File: src/rtl/key_debouncer.sv
// Per-key synchroniser, debounce FSM and registered press/release pulse generator.
// Define KEY_AUTO_REPEAT_EN to add auto-repeat of key_press on keys selected by REPEAT_MASK.
module key_debouncer #(
    parameter int unsigned          KEY_COUNT       = 4,
    parameter int unsigned          SYNC_STAGES     = 2,
    parameter int unsigned          DEBOUNCE_CYCLES = 8,
    parameter int unsigned          REPEAT_DELAY    = 50,
    parameter int unsigned          REPEAT_PERIOD   = 10,
    parameter logic [KEY_COUNT-1:0] REPEAT_MASK     = '0
) (
    input  logic                 clk,
    input  logic                 rst,
    input  logic [KEY_COUNT-1:0] keyN_in,
    output logic [KEY_COUNT-1:0] key_level,
    output logic [KEY_COUNT-1:0] key_press,
    output logic [KEY_COUNT-1:0] key_release
);

    localparam int unsigned          CntW   = $clog2(DEBOUNCE_CYCLES + 1);
    localparam logic [CntW-1:0]      CntMax = CntW'(DEBOUNCE_CYCLES);

`ifdef KEY_AUTO_REPEAT_EN
    localparam int unsigned RptMax = (REPEAT_DELAY > REPEAT_PERIOD) ? REPEAT_DELAY : REPEAT_PERIOD;
    localparam int unsigned RptW   = $clog2(RptMax + 1);
`endif

    typedef enum logic [1:0] {
        StReleased,
        StPressWait,
        StPressed,
        StReleaseWait
    } state_e;

    if (SYNC_STAGES < 2 || DEBOUNCE_CYCLES < 1 || REPEAT_DELAY < 1 || REPEAT_PERIOD < 1
        || $bits(REPEAT_MASK) != KEY_COUNT) begin : g_bad_params
        $error("key_debouncer: illegal parameter value");
    end

    for (genvar k = 0; k < KEY_COUNT; k++) begin : g_key
        logic [SYNC_STAGES-1:0] sync_q;
        state_e                 state_q;
        logic [CntW-1:0]        cnt_q;
        logic                   level_q;
        logic                   press_q;
        logic                   release_q;
        logic                   s;
        logic                   rpt_fire;

        // Flops reset to 1 so a key held through reset is seen as a fresh press.
        always_ff @(posedge clk or posedge rst) begin
            if (rst) begin
                sync_q <= '1;
            end else begin
                sync_q <= {sync_q[SYNC_STAGES-2:0], keyN_in[k]};
            end
        end

        assign s = sync_q[SYNC_STAGES-1];

        always_ff @(posedge clk or posedge rst) begin
            if (rst) begin
                state_q   <= StReleased;
                cnt_q     <= '0;
                level_q   <= 1'b0;
                press_q   <= 1'b0;
                release_q <= 1'b0;
            end else begin
                press_q   <= 1'b0;
                release_q <= 1'b0;
                case (state_q)
                    StReleased: begin
                        if (!s) begin
                            if (DEBOUNCE_CYCLES == 1) begin
                                state_q <= StPressed;
                                level_q <= 1'b1;
                                press_q <= 1'b1;
                            end else begin
                                state_q <= StPressWait;
                                cnt_q   <= CntW'(1);
                            end
                        end
                    end
                    StPressWait: begin
                        if (s) begin
                            state_q <= StReleased;
                            cnt_q   <= '0;
                        end else if (cnt_q + CntW'(1) == CntMax) begin
                            state_q <= StPressed;
                            cnt_q   <= '0;
                            level_q <= 1'b1;
                            press_q <= 1'b1;
                        end else begin
                            cnt_q <= cnt_q + CntW'(1);
                        end
                    end
                    StPressed: begin
                        if (s) begin
                            if (DEBOUNCE_CYCLES == 1) begin
                                state_q   <= StReleased;
                                level_q   <= 1'b0;
                                release_q <= 1'b1;
                            end else begin
                                state_q <= StReleaseWait;
                                cnt_q   <= CntW'(1);
                            end
                        end else begin
                            press_q <= rpt_fire;
                        end
                    end
                    StReleaseWait: begin
                        if (!s) begin
                            state_q <= StPressed;
                            cnt_q   <= '0;
                        end else if (cnt_q + CntW'(1) == CntMax) begin
                            state_q   <= StReleased;
                            cnt_q     <= '0;
                            level_q   <= 1'b0;
                            release_q <= 1'b1;
                        end else begin
                            cnt_q <= cnt_q + CntW'(1);
                        end
                    end
                    default: state_q <= StReleased;
                endcase
            end
        end

`ifdef KEY_AUTO_REPEAT_EN
        if (REPEAT_MASK[k]) begin : g_rpt
            logic [RptW-1:0] rpt_q;
            logic            rpt_started_q;
            logic [RptW-1:0] rpt_target;

            assign rpt_target = rpt_started_q ? RptW'(REPEAT_PERIOD) : RptW'(REPEAT_DELAY);
            assign rpt_fire   = (state_q == StPressed) && !s && (rpt_q + RptW'(1) == rpt_target);

            // Held at zero outside the pressed states; frozen while a release is being judged.
            always_ff @(posedge clk or posedge rst) begin
                if (rst) begin
                    rpt_q         <= '0;
                    rpt_started_q <= 1'b0;
                end else if (state_q == StReleased || state_q == StPressWait) begin
                    rpt_q         <= '0;
                    rpt_started_q <= 1'b0;
                end else if (state_q == StPressed && !s) begin
                    if (rpt_fire) begin
                        rpt_q         <= '0;
                        rpt_started_q <= 1'b1;
                    end else begin
                        rpt_q <= rpt_q + RptW'(1);
                    end
                end
            end
        end else begin : g_no_rpt
            assign rpt_fire = 1'b0;
        end
`else
        assign rpt_fire = 1'b0;
`endif

        assign key_level[k]   = level_q;
        assign key_press[k]   = press_q;
        assign key_release[k] = release_q;
    end

endmodule
File: config.mk
export PLATFORM = sky130hd
export DESIGN_NAME = key_debouncer
export DESIGN_NICKNAME = d
export VERILOG_FILES = /design/src/rtl/key_debouncer.sv
export SDC_FILE = /design/constraint.sdc
export NUM_CORES = 1
export LEC_CHECK = 0
export ABC_CLOCK_PERIOD_IN_PS = 2200
export CAP_MARGIN = 40
export CORE_MARGIN = 2
export CORE_UTILIZATION = 40
export CTS_BUF_LIST = sky130_fd_sc_hd__clkbuf_4 sky130_fd_sc_hd__clkbuf_8
export DETAILED_ROUTE_END_ITERATION = 8
export PLACE_DENSITY = 0.57
export SLEW_MARGIN = 10
export SYNTH_ARGS = -nofsm -noshare
export SYNTH_HDL_FRONTEND = slang
export SYNTH_SLANG_ARGS = --single-unit
File: constraint.sdc
create_clock -name clk -period 2.2 [get_ports clk]
set_input_delay 0.22 -clock clk [delete_from_list [all_inputs] [get_ports clk]]
set_output_delay 0.22 -clock clk [all_outputs]
set_load 0.02 [all_outputs]
==> results by group <==
Status
  • Status: complete, no violations

Logic synthesis
  • Syn avg cell area: 10.83 µm²
  • Syn_nets: 213
  • Number of synthesized register bits: 44
  • Post-synth EDFFs: 0
  • Seq/Total Area, Yosys: 0.5157
  • Post-synth cell types: 45
  • Syn Std Cell Area: 2155 µm²
  • Synth warn: 0
  • Yosys top cell area share: 0.4181
  • Synth Flop Type: dfrtp_1
  • Synth Instances: 199
  • Top post-synthesis cells by area: dfrtp_1, dfstp_2, ha_1
  • Synth area leader: dfrtp_1
  • Fraction of registers with async set/reset: 1.000

Detailed routing
  • Total wire length: 3.487 mm
  • DR WL/cell: 12.50 µm
  • Via Count: 1,441
  • First-pass DRT Iterations: 5
  • Vias/cell: 5.165
  • Post-route ant nets: 0
  • 1st-iter DRT viols: 80
  • DRC Markers: 0

Clock tree
  • Number of clock sinks: 44
  • Post-CTS sizing: 0
  • Setup bufs post-CTS: 0
  • Clock slew at reported path FFs: 0.08 ns
  • Worst-case clock buffer depth: 2
  • Post-CTS Hold Buffers: 0
  • CTS tree: yes
  • CTS Buf Count: 5
  • H-tree levels: 2
  • Root buffer cell: clkbuf_8
  • Clk Latency, worst-skew pair: 0.29 ns

Critical path
  • CP Launch Type: flip-flop
  • Critical Path, Cell by Cell: ha_1, or4b_4, and2_4, a211o_1
  • WS Path Type: flip-flop to flip-flop
  • CP top delay family: simple AND/OR/NAND/NOR gates
  • Buf/Inv on CP: 0
  • CP max stage cell: or4b_4
  • Slowest cell delay on critical path: 0.56 ns
  • CP Max Fanout: 6
  • WP data required: 2.38 ns
  • Critical Path AT: 2.03 ns
  • Flop-to-flop setup slack: 0.35 ns
  • Critical Path End Type: flip-flop

GRT
  • Global-route wire length before repair: 6.382 mm
  • Initial antenna violation count: 0
  • Largest net degree at the start of global routing: 44
  • Gr usage total: 0.1312
  • Vias in the first global route: 1,441
  • Total gr overflow: 0

STA
  • Clk_skew: 0.004209 ns
  • TNS Setup: 0 ns
  • Part of the cycle the worst path needs: 0.8402
  • Hold Violations, Final: 0
  • Min cycle time layout: 1.848 ns
  • Final Max Slew Viols: 0
  • Setup violators final: 0
  • Slew headroom: 0.6276
  • RSZ-0062 raised after global routing: false
  • Hold_ws: 0.2385 ns
  • Worst-Margin Slew: 0.5546 ns
  • F_max: 541.0 MHz

Pwr
  • Pint: 1.156 mW
  • Clock network power share: 0.333
  • Peak supply drop: 0.3232 mV
  • Reg power frac: 0.586
  • PwrDens: 638.7 nW/µm²
  • Sw power: 0.3798 mW
  • Switching share of power: 0.2472
  • Combinational share of power: 0.081
  • Leakage: 1.025 nW
  • Total power: 1.536 mW

Placed design
  • # port buffers: 17
  • Hpwl dp: 2.508 mm
  • Gpl congestion: 0.9040

Floorplanning
  • Die X: 77.39 µm
  • Starting Density: 0.4192
  • Row cnt: 26
  • Die area: 5989 µm²
  • Core area: 5140 µm²
  • Ports: 18
  • DIE HEIGHT: 77.39 µm

Layout
  • Synth-to-layout area growth: 11.61%
  • Antenna Diode Count: 0
  • Multi-input gate area: 920.9 µm²
  • Layout cells sized above 1: 0.1148
  • Fillers: 503
  • Final Util: 0.4679
  • Layout Nets: 222
  • Register area: 1111 µm²

Min path
  • HP Class: input port to asynchronous set/reset pin

Job
  • Max_cap viols: 0
==> worst reg2reg max path: stages (launching register included) <==
cell and delay [ns]:
dfrtp_1 0.44, ha_1 0.29, or4b_4 0.56, and2_4 0.18
a211o_1 0.27
==> cells in the final DEF, fill, tap and decap left out, drive strengths merged, types with 3 or more instances in the layout <==
| cell | count |
|---|---|
| dfrtp | 36 |
| nand2 | 17 |
| clkdlybuf4s50 | 17 |
| nand3 | 16 |
| nor2 | 13 |
| o21ai | 10 |
| xnor2 | 8 |
| ha | 8 |
| dfstp | 8 |
| a21boi | 7 |
| clkbuf | 6 |
| and3 | 5 |
| o211ai | 4 |
| nand2b | 4 |
| a211oi | 4 |
| xor2 | 3 |
| mux2i | 3 |
| and4 | 3 |
| inv | 3 |
| and2 | 3 |
| clkinv | 3 |
==> flip-flops by register name, summed over array words and instances (netlist names), named ones only <==
name	flops
g_key.cnt_q	16
g_key.release_q	4
g_key.press_q	4
g_key.level_q	4
g_key.sync_q	8
g_key.state_q	4
==> worst paths after layout <==
| kind | startpoint | to | depth (start not counted) |
|---|---|---|---|
| worst max-delay path | g_key[1].cnt_q[0]$_DFFE_PP0P_ | g_key[1].level_q$_DFFE_PP0P_ | 4 |
| worst min-delay path | rst | g_key[3].sync_q[0]$_DFF_PP1_ | 2 |
| worst max register to register | g_key[1].cnt_q[0]$_DFFE_PP0P_ | g_key[1].level_q$_DFFE_PP0P_ | 4 |
| worst min register to register | g_key[3].sync_q[0]$_DFF_PP1_ | g_key[3].sync_q[1]$_DFF_PP1_ | 0 |
| max in group asynchronous | rst | g_key[1].sync_q[0]$_DFF_PP1_ | 3 |
| min in group clk | keyN_in[0] | g_key[0].sync_q[0]$_DFF_PP1_ | 1 |
==> layout make-up <==
cell class | count | share of cell area
clock buffers | 6 | 0.03434
clock inverters | 2 | 0.004162
inverters | 4 | 0.006243
multi-input cells | 135 | 0.3829
flip-flops and latches | 44 | 0.4620
well taps | 70 | 0.03642
repair buffers | 18 | 0.07388
==> synth_stat cells, types with 2 or more instances <==
library cell and n:
dfrtp_1 36, nand2_1 17, nand3_1 16, nor2_1 13
buf_4 12, dfstp_2 8, ha_1 8, o21ai_0 8
xnor2_1 8, a21boi_0 7, and3_1 5, inv_1 4
nand2b_1 4, o211ai_1 4, a211oi_1 3, and4_1 3
mux2i_1 3, xor2_1 3, a211o_1 2, a21o_1 2
a21oi_1 2, and2_1 2, nor3b_1 2, o21ai_1 2
o21bai_1 2, o22ai_1 2, o2bb2ai_1 2, or4b_4 2
==> kinds of logic after synthesis <==
kind of cell	Yosys count	synth area share
xor+xnor	11	0.04472
buf+inv	20	0.05690
mux	3	0.01394
flops	44	0.5157
fa+ha+maj	8	0.04646
compound gates	42	0.1423
simple gates	71	0.1800
==> metal layers <==
layer | routed length (µm) | up-vias | part of all wire | global-route usage
met5 | 0 | - | 0 | 0
met4 | 15 | 0 | 0.0043 | 0.04286
met3 | 100 | 2 | 0.029 | 0.03837
met2 | 1716 | 18 | 0.49 | 0.2200
met1 | 1655 | 704 | 0.47 | 0.1626
li1 | - | 717 | - | -
==> power by group through the flow <==
| stage | Clock [mW] | Sequential (mW) | Combinational (mW) |
|---|---|---|---|
| 3_3_place_gp | 0 | 0.911 | 0.120 |
| 5_1_grt | 0.580 | 0.909 | 0.145 |
| 4_1_cts | 0.538 | 0.899 | 0.128 |
| 3_5_place_dp | 0 | 0.914 | 0.128 |
| 6_report | 0.511 | 0.900 | 0.125 |
| 2_1_floorplan | 0 | 0.898 | 0.100 |
==> per-stage QoR <==
stage / std cells / instance area (µm²) / setup WS, ns
floorplan: 199 / 2155 / 0.4228
global placement: 271 / 2312 / 0.3938
detailed placement: 271 / 2312 / 0.3619
CTS: 279 / 2405 / 0.3542
global route: 279 / 2405 / 0.2876
finish: 279 / 2405 / 0.3516
Note: power is estimated with default switching activity, not from simulation.
